### config.mk
export PLATFORM = sky130hd
export DESIGN_NAME = ita_step_sequencer
export DESIGN_NICKNAME = d
export VERILOG_FILES = /design/src/rtl/ita_package.sv /design/src/rtl/ita_credit_counter.sv /design/src/rtl/ita_step_sequencer.sv
export SDC_FILE = /design/constraint.sdc
export NUM_CORES = 1
export LEC_CHECK = 0
export BUFFER_PORTS_ARGS = -buffer_cell sky130_fd_sc_hd__buf_2
export CORE_AREA = 3 3 288 290
export CTS_CLUSTER_SIZE = 28
export DETAILED_ROUTE_END_ITERATION = 8
export DIE_AREA = 0 0 291 293
export SYNTH_ARGS = -nofsm -noshare
export SYNTH_HDL_FRONTEND = slang
export SYNTH_SLANG_ARGS = --single-unit
### constraint.sdc
create_clock -name clk_i -period 6.7 [get_ports clk_i]
set_input_delay 1.34 -clock clk_i [delete_from_list [all_inputs] [get_ports clk_i]]
set_output_delay 1.34 -clock clk_i [all_outputs]
set_load 0.02 [all_outputs]
### src/rtl/ita_package.sv
// Shared types and default geometry for the ITA tile sequencer.
package ita_package;

    localparam int unsigned DefM    = 64;
    localparam int unsigned DefN    = 16;
    localparam int unsigned DefCntW = 16;

    typedef struct packed {
        logic [DefCntW-1:0] inner;
        logic [DefCntW-1:0] tiles_x;
        logic [DefCntW-1:0] tiles_y;
        logic [DefCntW-1:0] valid_rows;
        logic [DefCntW-1:0] valid_cols;
    } step_cfg_t;

    typedef enum logic [1:0] {
        IDLE  = 2'd0,
        RUN   = 2'd1,
        DRAIN = 2'd2
    } seq_state_e;

endpackage

### src/rtl/ita_credit_counter.sv
// Outstanding-output credit counter: +1 on inc, -1 on dec, unchanged on both.
module ita_credit_counter #(
    parameter int unsigned FifoDepth = 4,
    parameter int unsigned CredW     = $clog2(FifoDepth + 1)
) (
    input  logic             clk_i,
    input  logic             rst_ni,
    input  logic             inc_i,
    input  logic             dec_i,
    output logic [CredW-1:0] count_o,
    output logic             full_o
);

    assign full_o = (count_o >= CredW'(FifoDepth));

    always_ff @(posedge clk_i or negedge rst_ni) begin
        if (!rst_ni) begin
            count_o <= '0;
        end else if (inc_i && !dec_i && !full_o) begin
            count_o <= count_o + CredW'(1);
        end else if (dec_i && !inc_i && (count_o != '0)) begin
            count_o <= count_o - CredW'(1);
        end
    end

    // Popping an output with no credit outstanding means downstream broke protocol.
    a_no_underflow: assert property (@(posedge clk_i) disable iff (!rst_ni)
        !(dec_i && !inc_i && (count_o == '0)));

endmodule

### src/rtl/ita_step_sequencer.sv
// Tile sequencer: walks count/inner/tile_x/tile_y/step/head, throttled by output credits.
// Optional ITA_SEQ_STALL_CNT_EN adds a saturating stall_cycles_o counter.
module ita_step_sequencer
    import ita_package::*;
#(
    parameter int unsigned M         = DefM,
    parameter int unsigned N         = DefN,
    parameter int unsigned CntW      = DefCntW,
    parameter int unsigned MaxSteps  = 8,
    parameter int unsigned HeadW     = 4,
    parameter int unsigned FifoDepth = 4,
    parameter int unsigned StepW     = $clog2(MaxSteps)
) (
    input  logic                         clk_i,
    input  logic                         rst_ni,
    input  logic                         start_i,
    input  logic [StepW:0]               num_steps_i,
    input  logic [HeadW-1:0]             num_heads_i,
    input  step_cfg_t [MaxSteps-1:0]     step_cfg_i,
    input  logic                         inp_valid_i,
    output logic                         inp_ready_o,
    input  logic                         weight_valid_i,
    output logic                         weight_ready_o,
    input  logic                         oup_valid_i,
    input  logic                         oup_ready_i,
    output logic                         calc_en_o,
    output logic                         first_inner_o,
    output logic                         last_inner_o,
    output logic [StepW-1:0]             step_idx_o,
    output logic [HeadW-1:0]             head_o,
    output logic [CntW-1:0]              tile_x_o,
    output logic [CntW-1:0]              tile_y_o,
    output logic [CntW-1:0]              inner_tile_o,
    output logic [N-1:0]                 col_mask_o,
    output logic                         busy_o,
    output logic                         done_o
`ifdef ITA_SEQ_STALL_CNT_EN
    ,
    output logic [31:0]                  stall_cycles_o
`endif
);

    localparam int unsigned Beats  = M * M / N;
    localparam int unsigned CountW = $clog2(Beats);
    localparam int unsigned LogM   = $clog2(M);
    localparam int unsigned LogN   = $clog2(N);
    localparam int unsigned IdxW   = CntW + LogM + 1;
    localparam int unsigned CredW  = $clog2(FifoDepth + 1);

    seq_state_e state_q, state_d;

    logic [CountW-1:0] count_q;
    logic [CntW-1:0]   inner_q, tile_x_q, tile_y_q;
    logic [StepW-1:0]  step_q;
    logic [HeadW-1:0]  head_q;

    logic [CredW-1:0]  credits;
    logic              credit_full;
    logic              run, beat_inc, beat_dec;
    logic              count_wrap, inner_wrap, tx_wrap, ty_wrap, step_wrap, head_wrap;
    logic [IdxW-1:0]   row, col0;

    logic [N-1:0]      col_mask_p1;
    logic              vld_p1;

    step_cfg_t cfg;
    assign cfg = step_cfg_i[step_q];

    // Row boundary drops the whole beat; column boundary trims individual lanes.
    function automatic logic [N-1:0] lane_mask(input logic [IdxW-1:0] r,
                                               input logic [IdxW-1:0] c0,
                                               input step_cfg_t       c);
        logic [N-1:0] m;
        m = '0;
        if (r < IdxW'(c.valid_rows)) begin
            for (int i = 0; i < N; i++) begin
                m[i] = ((c0 + IdxW'(i)) < IdxW'(c.valid_cols));
            end
        end
        return m;
    endfunction

    assign run            = (state_q == RUN);
    assign inp_ready_o    = run && !credit_full && weight_valid_i;
    assign weight_ready_o = run && !credit_full && inp_valid_i;
    assign calc_en_o      = run && !credit_full && inp_valid_i && weight_valid_i;

    assign first_inner_o  = run && (inner_q == '0);
    assign last_inner_o   = run && (inner_q == cfg.inner - CntW'(1));

    assign count_wrap = (count_q == CountW'(Beats - 1));
    assign inner_wrap = count_wrap && (inner_q == cfg.inner - CntW'(1));
    assign tx_wrap    = inner_wrap && (tile_x_q == cfg.tiles_x - CntW'(1));
    assign ty_wrap    = tx_wrap && (tile_y_q == cfg.tiles_y - CntW'(1));
    assign step_wrap  = ty_wrap && ({1'b0, step_q} == num_steps_i - (StepW + 1)'(1));
    assign head_wrap  = step_wrap && (head_q == num_heads_i - HeadW'(1));

    assign row  = (IdxW'(tile_y_q) << LogM) + IdxW'(count_q[LogM-1:0]);
    assign col0 = (IdxW'(tile_x_q) << LogM) + (IdxW'(count_q[CountW-1:LogM]) << LogN);

    assign beat_inc = calc_en_o && last_inner_o;
    assign beat_dec = oup_valid_i && oup_ready_i;

    ita_credit_counter #(
        .FifoDepth (FifoDepth),
        .CredW     (CredW)
    ) i_credit (
        .clk_i   (clk_i),
        .rst_ni  (rst_ni),
        .inc_i   (beat_inc),
        .dec_i   (beat_dec),
        .count_o (credits),
        .full_o  (credit_full)
    );

    always_ff @(posedge clk_i or negedge rst_ni) begin
        if (!rst_ni) begin
            state_q <= IDLE;
        end else begin
            state_q <= state_d;
        end
    end

    always_comb begin
        state_d = state_q;
        done_o  = 1'b0;
        unique case (state_q)
            IDLE:    if (start_i) state_d = RUN;
            RUN:     if (calc_en_o && head_wrap) state_d = DRAIN;
            DRAIN: begin
                if ((credits == '0) && !vld_p1) begin
                    state_d = IDLE;
                    done_o  = 1'b1;
                end
            end
            default: state_d = IDLE;
        endcase
    end

    always_ff @(posedge clk_i or negedge rst_ni) begin
        if (!rst_ni) begin
            count_q  <= '0;
            inner_q  <= '0;
            tile_x_q <= '0;
            tile_y_q <= '0;
            step_q   <= '0;
            head_q   <= '0;
        end else if (calc_en_o) begin
            if (head_wrap) begin
                count_q  <= '0;
                inner_q  <= '0;
                tile_x_q <= '0;
                tile_y_q <= '0;
                step_q   <= '0;
                head_q   <= '0;
            end else begin
                count_q <= count_wrap ? '0 : count_q + CountW'(1);
                if (inner_wrap) begin
                    inner_q <= '0;
                    if (tx_wrap) begin
                        tile_x_q <= '0;
                        if (ty_wrap) begin
                            tile_y_q <= '0;
                            if (step_wrap) begin
                                step_q <= '0;
                                head_q <= head_q + HeadW'(1);
                            end else begin
                                step_q <= step_q + StepW'(1);
                            end
                        end else begin
                            tile_y_q <= tile_y_q + CntW'(1);
                        end
                    end else begin
                        tile_x_q <= tile_x_q + CntW'(1);
                    end
                end else if (count_wrap) begin
                    inner_q <= inner_q + CntW'(1);
                end
            end
        end
    end

    // p1: lane mask for the beat accepted in the previous cycle
    always_ff @(posedge clk_i or negedge rst_ni) begin
        if (!rst_ni) begin
            col_mask_p1 <= '0;
            vld_p1      <= 1'b0;
        end else begin
            vld_p1 <= calc_en_o;
            if (calc_en_o) begin
                col_mask_p1 <= last_inner_o ? lane_mask(row, col0, cfg) : '1;
            end
        end
    end

    assign col_mask_o   = col_mask_p1;
    assign step_idx_o   = step_q;
    assign head_o       = head_q;
    assign tile_x_o     = tile_x_q;
    assign tile_y_o     = tile_y_q;
    assign inner_tile_o = inner_q;
    assign busy_o       = (state_q != IDLE);

`ifdef ITA_SEQ_STALL_CNT_EN
    function automatic logic [31:0] sat_inc(input logic [31:0] v);
        return (v == 32'hFFFF_FFFF) ? v : v + 32'd1;
    endfunction

    logic [31:0] stall_q;

    always_ff @(posedge clk_i or negedge rst_ni) begin
        if (!rst_ni) begin
            stall_q <= '0;
        end else if ((state_q == IDLE) && start_i) begin
            stall_q <= '0;
        end else if (run && inp_valid_i && weight_valid_i && credit_full) begin
            stall_q <= sat_inc(stall_q);
        end
    end

    assign stall_cycles_o = stall_q;
`endif

endmodule
==> results of run 1 <==
-- critical path: stages, from the launching register on --
cell and delay (ns):
dfrtp_4 0.95, buf_4 0.34, mux4_2 0.56, mux2i_1 0.44, and3_1 0.31, and2_1 0.16, and4_1 0.21, o221ai_1 0.14
or3_4 0.46, nor3_1 0.23, buf_2 0.21
-- logic make-up after synthesis --
| kind of cell | count (synthesis) | synth area share [%] |
|---|---|---|
| compound gates | 242 | 13.3 |
| xor+xnor | 74 | 5.19 |
| fa+ha+maj | 41 | 4.08 |
| buf+inv | 143 | 6.12 |
| flops | 85 | 16.7 |
| mux | 290 | 36.7 |
| simple gates | 433 | 18.0 |
-- Yosys cell counts, drive strengths merged, types with 4 or more instances --
library cell / n
mux4: 139
mux2i: 136
dfrtp: 85
nor2: 83
nand2: 82
buf: 72
nand3: 58
o21ai: 58
xnor2: 55
ha: 40
nand4: 40
inv: 38
nor3: 38
a21oi: 35
and3: 34
clkbuf: 32
a211oi: 23
a21o: 22
xor2: 18
a22oi: 16
nor4: 16
mux2: 15
and2: 13
nand2b: 11
nor2b: 11
or3: 11
a31oi: 9
and4: 8
o22ai: 8
a22o: 7
o31ai: 7
a31o: 5
nor3b: 5
o211ai: 5
o41a: 5
or4: 5
nor4b: 4
o21a: 4
or2: 4
-- report_power, final --
part	internal (mW)	leakage (nW)	switching, mW	total [mW]
Sequential	0.570	0.997	0.0468	0.616
Clock	0.261	0.139	0.258	0.519
Combinational	0.334	6.19	0.338	0.672
Total	1.16	7.33	0.642	1.81
-- final timing paths --
kind | to | start | cells after the start
min in group asynchronous | inner_tile_o[1] | rst_ni | 1
setup reg to reg | step_idx_o[0] | step_idx_o[0] | 13
setup / recovery | last_inner_o | step_idx_o[0] | 10
hold / removal | col_mask_o[7] | col_mask_o[7] | 2
hold reg to reg | col_mask_o[7] | col_mask_o[7] | 2
max in group asynchronous | step_idx_o[0] | rst_ni | 2
-- layout make-up --
class                           instances  area share, %
Multi-Input combinational cell       1080           55.8
Antenna cell                            3         0.0425
Timing Repair Buffer                  757           22.1
Tap cell                             1060           7.51
Sequential cell                        85           12.1
Inverter                               39          0.829
Clock buffer                            9           1.27
Clock inverter                          7          0.354
-- routing by layer --
metal | share of wire [%] | vias to the layer above | global-route usage (%)
met5 | 0.095 | - | 0
met4 | 1.2 | 10 | 2.15
met3 | 8.2 | 58 | 4.78
met2 | 47 | 620 | 25.1
met1 | 43 | 6977 | 20.4
li1 | - | 6478 | -
-- flip-flops by register name (all words and copies together) (netlist names) --
register	count
state_q	2
step_idx_o	3
col_mask_o	16
inner_tile_o	16
count_q	8
i_credit.count_o	3
tile_y_o	16
head_o	4
vld_p1	1
tile_x_o	16
==> run_results.csv, run 1 <==
group,metric,value,unit
status,outcome,"finished clean",
layout,fin_util,21.9,%
timing,rsz0062_at_grt,"no",
logic_synthesis,ys_seq_area_share,16.7,%
logic_synthesis,synth_ff_type,"dfrtp_1",
routing,num_vias,14100,
timing,fin_ws,0.904,ns
placed_design,gp_congestion,0.904,
routing,routed_wl,69300,um
timing,timing.final.crit_period,5.80,ns
timing,skew,0.0161,ns
timing,worst-slew-pin-transition,1.09,ns
global_route,antenna_found_initial,15,
logic_synthesis,async_reset_ff_share,100,%
critical_path,start_kind,"flop",
min_path,hp-class,"flop to flop",
layout,fin_nets,2668,
layout,layout-drive-gt1-share,48.7,%
clock_tree,cts_resized,0,
flow_run,maxCapViolations,0,
global_route,grt_max_degree,101,
die,core_area,80500,um2
die,die_w,291,um
die,initial_core_util,15.8,%
routing,route.detailed.drc,0,
power_and_ir_drop,total_power,1.81,mW
layout,fin_cells,3040,
logic_synthesis,syn_avg_cell_area,9.76,um2
routing,drt_first_pass_iters,5,
logic_synthesis,synth_nets,2004,
logic_synthesis,syn_inst,1308,
global_route,grt_pass1_vias,14100,
die,dieArea,85300,um2
critical_path,cp_max_fo,39,
logic_synthesis,synth_top_area_share,24.5,%
logic_synthesis,yosys_warnings,0,
routing,routedWlPerCell,22.8,um
layout,design_area,17700,um2
timing,finalHoldViolations,0,
die,io_pins,733,
power_and_ir_drop,vdd_drop_max,0.000152,V
timing,whs,0.504,ns
routing,vias_per_cell,4.65,
logic_synthesis,synth_edf_count,0,
timing,maxSlewViolCount,0,
layout,final_common_cell,"buf_2",
placed_design,place.port_buffers,732,
critical_path,cp.arrival,4.46,ns
logic_synthesis,synth-seq-cells,85,
layout,syn_to_final_growth,38.4,%
routing,ant_nets,0,
critical_path,crit_type,"flop to output pin",
placed_design,dpl-instance-area,17400,um2
timing,tns,0,ns
clock_tree,clockBufferDepth,2,
critical_path,cp.required,5.36,ns
logic_synthesis,synth_area,12800,um2
clock_tree,clock-sinks,85,
timing,max_slew_margin,27.2,%
clock_tree,cts_setup_buffers,0,
power_and_ir_drop,leakagePower,7.33,nW
clock_tree,cts_made_buffers,9,
placed_design,dp_slack,1.07,ns
die,rows,104,
logic_synthesis,yosys-top-cells-area,"mux4_2 25%, dfrtp_1 17%, mux2i_1 10%, ha_1 3.9%, xnor2_1 3.8%",
clock_tree,cts_tree,"done",
logic_synthesis,synth_top_cell_by_area,"mux4_2",
die,die_y,293,um
placed_design,place.detailed.instances,3021,
global_route,grt_pass1_wl,97000,um
clock_tree,root_buffer,"clkbuf_16",
clock_tree,cts_hold_buf,0,
layout,final.fill_count,8799,
global_route,gr-total-overflow,0,
routing,drt_iter0_drc,1026,
logic_synthesis,ys_types,91,
critical_path,end_kind,"output pin",
timing,setup-violations-final,0,
layout,register_area,2140,um2
global_route,grt_use_total,15.4,%
clock_tree,clock_latency,0.37,ns
timing,period_share,86.5,%
clock_tree,cts-htree-levels,3,
timing,clock.fmax,173,MHz
placed_design,place_hpwl,59500,um
power_and_ir_drop,pwr_density_cell,102,nW/um2
critical_path,r2r_slack,1.22,ns
clock_tree,clkTransAtPathRegs,0.07,ns
layout,multi_input_area,9860,um2
layout,final_cell_mix,"731 x buf_2, 139 x mux4_2, 131 x mux2i_1",
(Power assumes the default switching activity.)
==> run 2, diff against run 1 <==
Settings changed: CORE_AREA 3 3 288 290 to 3 3 284 286, DIE_AREA 0 0 291 293 to 0 0 287 289.
Clock period 6.7 ns to 4.7 ns, I/O delays scaled along.
==> run_results.csv, run 2 (synthesis gave the netlist of run 1 again) <==
group,metric,value,unit
placed_design,gp_congestion,0.928,
die,die_y,289,um
clock_tree,clock-sinks,85,
routing,drt_first_pass_iters,5,
global_route,gr-total-overflow,0,
die,die_w,287,um
layout,layout-drive-gt1-share,51.3,%
status,outcome,"finished clean",
critical_path,cp_max_fo,6,
timing,period_share,96.8,%
routing,routedWlPerCell,22.8,um
routing,drt_iter0_drc,1033,
placed_design,dpl-instance-area,18000,um2
clock_tree,clkTransAtPathRegs,0.07,ns
clock_tree,clock_latency,0.37,ns
die,rows,103,
die,initial_core_util,16.2,%
critical_path,crit_type,"flop to output pin",
layout,final_common_cell,"buf_2",
timing,finalHoldViolations,0,
timing,worst-slew-pin-transition,0.922,ns
timing,maxSlewViolCount,0,
placed_design,place.port_buffers,732,
power_and_ir_drop,vdd_drop_max,0.000147,V
layout,design_area,18400,um2
placed_design,place.detailed.instances,3083,
timing,max_slew_margin,38.5,%
routing,route.detailed.drc,0,
timing,setup-violations-final,0,
clock_tree,cts_made_buffers,9,
layout,fin_nets,2749,
die,io_pins,733,
die,dieArea,82900,um2
global_route,antenna_found_initial,25,
clock_tree,cts-htree-levels,3,
clock_tree,clockBufferDepth,2,
die,core_area,78600,um2
critical_path,r2r_slack,0.30,ns
layout,syn_to_final_growth,44.5,%
global_route,grt_pass1_vias,13700,
critical_path,cp.arrival,3.61,ns
global_route,grt_pass1_wl,95900,um
placed_design,place_hpwl,61700,um
routing,ant_nets,0,
flow_run,maxCapViolations,0,
global_route,grt_use_total,15.9,%
routing,num_vias,14600,
critical_path,start_kind,"flop",
layout,final.fill_count,8634,
timing,skew,0.0139,ns
clock_tree,cts_tree,"done",
clock_tree,cts_hold_buf,0,
critical_path,cp.required,3.76,ns
power_and_ir_drop,pwr_density_cell,140,nW/um2
clock_tree,root_buffer,"clkbuf_16",
power_and_ir_drop,leakagePower,7.73,nW
layout,final_cell_mix,"730 x buf_2, 139 x mux4_2, 128 x mux2i_1",
timing,timing.final.crit_period,4.55,ns
routing,vias_per_cell,4.67,
global_route,grt_max_degree,102,
layout,fin_cells,3118,
min_path,hp-class,"flop to flop",
routing,routed_wl,71100,um
critical_path,end_kind,"output pin",
timing,clock.fmax,220,MHz
==> run 2: changes by cell type in the layout (fill, tap and decap cells not counted), sizes merged <==
| cell | change |
|---|---|
| buf | +79 |
| clkbuf | +3 |
| clkinvlp | +4 |
| diode | +7 |
| inv | -5 |
==> run 2: critical path: stages (launching register included) <==
cell      delay (ns)
dfrtp_4         0.55
buf_12          0.16
buf_4           0.13
mux4_2          0.50
mux2i_2         0.19
buf_4           0.17
or4b_1          0.47
a211oi_2        0.22
nor3_1          0.12
or3_4           0.41
nor3_4          0.13
buf_4           0.17
==> run 2: metal layers <==
layer  share of wire (%)  global-route usage, %  routed length [um]
met4                0.92                   1.79                 652
met1                  43                   21.2               30300
met5                0.33                   1.10                 233
met3                 8.3                   4.87                5940
met2                  48                   26.0               34000
==> run 2: area by class of cell <==
cell class | instances | area [um2] | area share (%)
Multi-Input combinational cell | 1080 | 9940 | 53.9
Timing Repair Buffer | 838 | 4590 | 24.9
Sequential cell | 85 | 2140 | 11.6
Tap cell | 1050 | 1310 | 7.12
Clock buffer | 10 | 239 | 1.30
Inverter | 39 | 148 | 0.801
Clock inverter | 6 | 46.3 | 0.251
Antenna cell | 10 | 25.0 | 0.136
==> run 2: worst paths after layout <==
| path | cells after the start | startpoint | end |
|---|---|---|---|
| setup / recovery | 11 | step_idx_o[0] | last_inner_o |
| hold / removal | 1 | count_q[4] | count_q[4] |
| setup reg to reg | 15 | step_idx_o[0] | head_o[3] |
| hold reg to reg | 1 | count_q[4] | count_q[4] |
| max in group asynchronous | 2 | rst_ni | col_mask_o[13] |
| min in group asynchronous | 1 | rst_ni | inner_tile_o[9] |
==> run 2: where the power goes <==
| group | total (mW) | switching (mW) | leakage, nW | internal (mW) |
|---|---|---|---|---|
| Clock | 0.725 | 0.350 | 0.123 | 0.375 |
| Sequential | 0.884 | 0.0716 | 0.997 | 0.813 |
| Combinational | 0.974 | 0.480 | 6.61 | 0.494 |
==> run 2: what timing repair did <==
item	CTS	global route
buffers inserted	5	3
pin swaps	0	2
resized for setup	4	10
gates cloned	0	1
setup endpoints to repair	1	9
==> run 2: through the flow <==
| step | power, mW | setup WS [ns] | util, % | TNS (ns) | hold WS (ns) |
|---|---|---|---|---|---|
| after global routing | 2.75 | -0.00936 | 23.4 | -0.00936 | 0.546 |
| after floorplan | 1.34 | 0.00178 | - | 0 | 0.465 |
| after detailed placement | 1.87 | 0.0543 | 22.9 | 0 | 0.501 |
| final | 2.58 | 0.149 | 23.5 | 0 | 0.500 |
| after CTS | 2.62 | 0.000864 | 23.3 | 0 | 0.515 |
| after global placement | 1.86 | 0.0748 | 22.9 | 0 | 0.481 |
==> run 3, diff against run 2 <==
Settings changed: ABC_AREA set to 1, CORE_AREA 3 3 284 286 to 3 3 282 284, DIE_AREA 0 0 287 289 to 0 0 285 287, MAX_ROUTING_LAYER set to met4.
==> run_results.csv, run 3 <==
group,metric,value,unit
status,outcome,"finished clean",
die,die_y,287,um
clock_tree,cts_made_buffers,9,
layout,syn_to_final_growth,34.4,%
clock_tree,cts_hold_buf,0,
logic_synthesis,synth_edf_count,0,
critical_path,end_kind,"output pin",
logic_synthesis,syn_inst,2658,
clock_tree,cts_tree,"done",
timing,max_slew_margin,39.3,%
global_route,grt_use_total,18.4,%
layout,design_area,19500,um2
logic_synthesis,ys_types,53,
die,initial_core_util,18.7,%
logic_synthesis,synth_top_area_share,18.1,%
timing,period_share,94.7,%
layout,fin_util,25.2,%
timing,whs,0.526,ns
routing,num_vias,19700,
logic_synthesis,synth_xor_xnor_area_share,3.51,%
routing,vias_per_cell,4.53,
layout,register_area,2140,um2
die,dieArea,81800,um2
logic_synthesis,async_reset_ff_share,100,%
critical_path,cp_max_fo,60,
global_route,gr-total-overflow,0,
timing,rsz0062_at_grt,"no",
clock_tree,clkTransAtPathRegs,0.07,ns
critical_path,start_kind,"flop",
layout,final_common_cell,"buf_2",
critical_path,r2r-end,"col_mask_o[3]",
global_route,antenna_found_initial,8,
routing,routed_wl,77200,um
min_path,hold_start,"count_q[6]",
critical_path,critPathBufInv,4,
logic_synthesis,synth_mux_area_share,0,%
power_and_ir_drop,internal_power,1.58,mW
logic_synthesis,synth_top_cell_by_area,"nand2_1",
logic_synthesis,synthAdderAreaFrac,3.59,%
timing,setup-violations-final,0,
timing,skew,0.00994,ns
layout,final.fill_count,8999,
clock_tree,clock-sinks,85,
timing,maxSlewViolCount,0,
global_route,grt_pass1_wl,112000,um
power_and_ir_drop,seq_power_share,32.7,%
layout,fin_nets,3999,
die,core_area,77300,um2
die,rows,102,
critical_path,max_stage_delay,0.56,ns
min_path,hold_depth,1,
critical_path,path_cells,"buf_4 > buf_12 > nand2_1 > a31oi_1 > a21oi_2 > xor2_1 > nand3_1 > nand2_2 > nor2_1 > nand4_1 > nor2_2 > nand2_1 > nor2_1 > buf_4 > buf_2",
critical_path,crit_type,"flop to output pin",
power_and_ir_drop,combPwrFrac,35.3,%
clock_tree,cts-htree-levels,3,
power_and_ir_drop,switchingPower,0.891,mW
routing,drt_iter0_drc,1101,
placed_design,dpl-instance-area,19100,um2
global_route,grt_max_degree,85,
timing,finalHoldViolations,0,
logic_synthesis,synth_nets,3354,
power_and_ir_drop,switching_share,36.0,%
global_route,grt_pass1_vias,18600,
clock_tree,clockBufferDepth,2,
critical_path,cpLargestDelayFamily,"simple AND/OR/NAND/NOR gates",
logic_synthesis,synth-simple-area-share,46.5,%
logic_synthesis,synth-seq-cells,85,
routing,route.detailed.drc,0,
logic_synthesis,synth_ff_type,"dfrtp_1",
logic_synthesis,synth-compound-area-share,16.1,%
critical_path,crit_slowest_cell,"dfrtp_4",
min_path,hp-class,"flop to flop",
flow_run,maxCapViolations,0,
clock_tree,root_buffer,"clkbuf_16",
logic_synthesis,syn_avg_cell_area,5.45,um2
power_and_ir_drop,pwr_density_cell,127,nW/um2
layout,layout-drive-gt1-share,26.8,%
die,io_pins,733,
critical_path,r2r_slack,0.34,ns
routing,drt_first_pass_iters,7,
logic_synthesis,synth_top_family_by_area,"simple AND/OR/NAND/NOR gates",
logic_synthesis,synthTopCellsByCount,"697 x nand2_1, 402 x nor2_1, 321 x inv_1",
layout,multi_input_area,10100,um2
layout,fin_cells,4353,
placed_design,place.port_buffers,732,
critical_path,cp.arrival,3.51,ns
logic_synthesis,yosys_warnings,0,
critical_path,cp.required,3.76,ns
logic_synthesis,ys_seq_area_share,14.7,%
critical_path,reg2reg_from,"step_idx_o[1]",
die,die_w,285,um
timing,clock.fmax,225,MHz
power_and_ir_drop,vdd_drop_max,0.000138,V
power_and_ir_drop,power_frac_clock,32.0,%
timing,tns,0,ns
logic_synthesis,synth_area,14500,um2
power_and_ir_drop,leakagePower,10.4,nW
logic_synthesis,yosys.cell_count.top_type,"nand2_1",
layout,final_cell_mix,"731 x buf_2, 696 x nand2_1, 401 x nor2_1",
timing,worst-slew-pin-transition,0.910,ns
placed_design,place.detailed.instances,4326,
logic_synthesis,yosys-top-cells-area,"nand2_1 18%, dfrtp_1 15%, nor2_1 10%, nand3_1 10%, inv_1 8.3%",
timing,timing.final.crit_period,4.45,ns
placed_design,place_hpwl,63900,um
routing,routedWlPerCell,17.7,um
placed_design,gp_congestion,0.947,
min_path,worstHoldEndpoint,"count_q[6]",
clock_tree,clock_latency,0.38,ns
routing,ant_nets,0,
critical_path,r2r_cells,16,
## run 3: power groups by stage
| stage | logic, mW | registers, mW | clock network [mW] |
|---|---|---|---|
| 2_1_floorplan | 0.418 | 0.818 | 0 |
| 3_3_place_gp | 0.872 | 0.825 | 0 |
| 3_5_place_dp | 0.876 | 0.824 | 0 |
| 4_1_cts | 0.881 | 0.811 | 0.832 |
| 5_1_grt | 0.999 | 0.819 | 0.848 |
| 6_report | 0.873 | 0.810 | 0.790 |
## run 3: timing repair
item                                   in CTS  in global routing
setup endpoints to repair                   0                 12
endpoints found under the hold margin       0                  0
gates resized for setup                     0                  9
buffers inserted                            0                  5
## run 3: worst register-to-register path, delay by kind of cell, from the launching register on
| kind | cells | cell delay, ns |
|---|---|---|
| fa+ha+maj | 1 | 0.42 |
| flops | 1 | 0.58 |
| buf+inv | 5 | 0.89 |
| compound gates | 4 | 0.89 |
| simple gates | 6 | 1.44 |
## run 3: cells by family after synthesis
kind of cell	count (synthesis)
compound gates	412
xor+xnor	58
fa+ha+maj	41
buf+inv	499
flops	85
simple gates	1563
## run 3: metrics by stage
stage / setup slack (ns) / total power [mW]
after CTS: 0.0203 / 2.52
after floorplan: 0.434 / 1.24
final: 0.249 / 2.47
after detailed placement: 0.287 / 1.70
after global routing: 0.00270 / 2.67
after global placement: 0.275 / 1.70
## run 3: layout make-up
class,count,share of cell area [%]
Tap cell,1040,6.68
Clock inverter,7,0.411
Multi-Input combinational cell,2075,52.0
Antenna cell,5,0.0642
Inverter,339,6.71
Timing Repair Buffer,793,22.0
Clock buffer,9,1.16
Sequential cell,85,11.0
## run 3: metal layers
metal	track usage [%]	share of wire, %	vias up
li1	-	-	9872
met1	21.7	41	9134
met2	33.1	51	638
met3	2.79	6.0	74
met4	3.97	1.9	0
met5	-	0	-
## run 3: worst max path at each step
stage	start	end	slack, ns	depth (start not counted)
floorplan	step_idx_o[0]	col_mask_o[2]	0.43	26
global placement	step_idx_o[0]	col_mask_o[12]	0.28	15
detailed placement	step_idx_o[0]	col_mask_o[3]	0.29	15
CTS	step_idx_o[0]	last_inner_o	0.02	18
global route	step_idx_o[0]	last_inner_o	0.003	20
finish	step_idx_o[0]	last_inner_o	0.25	15
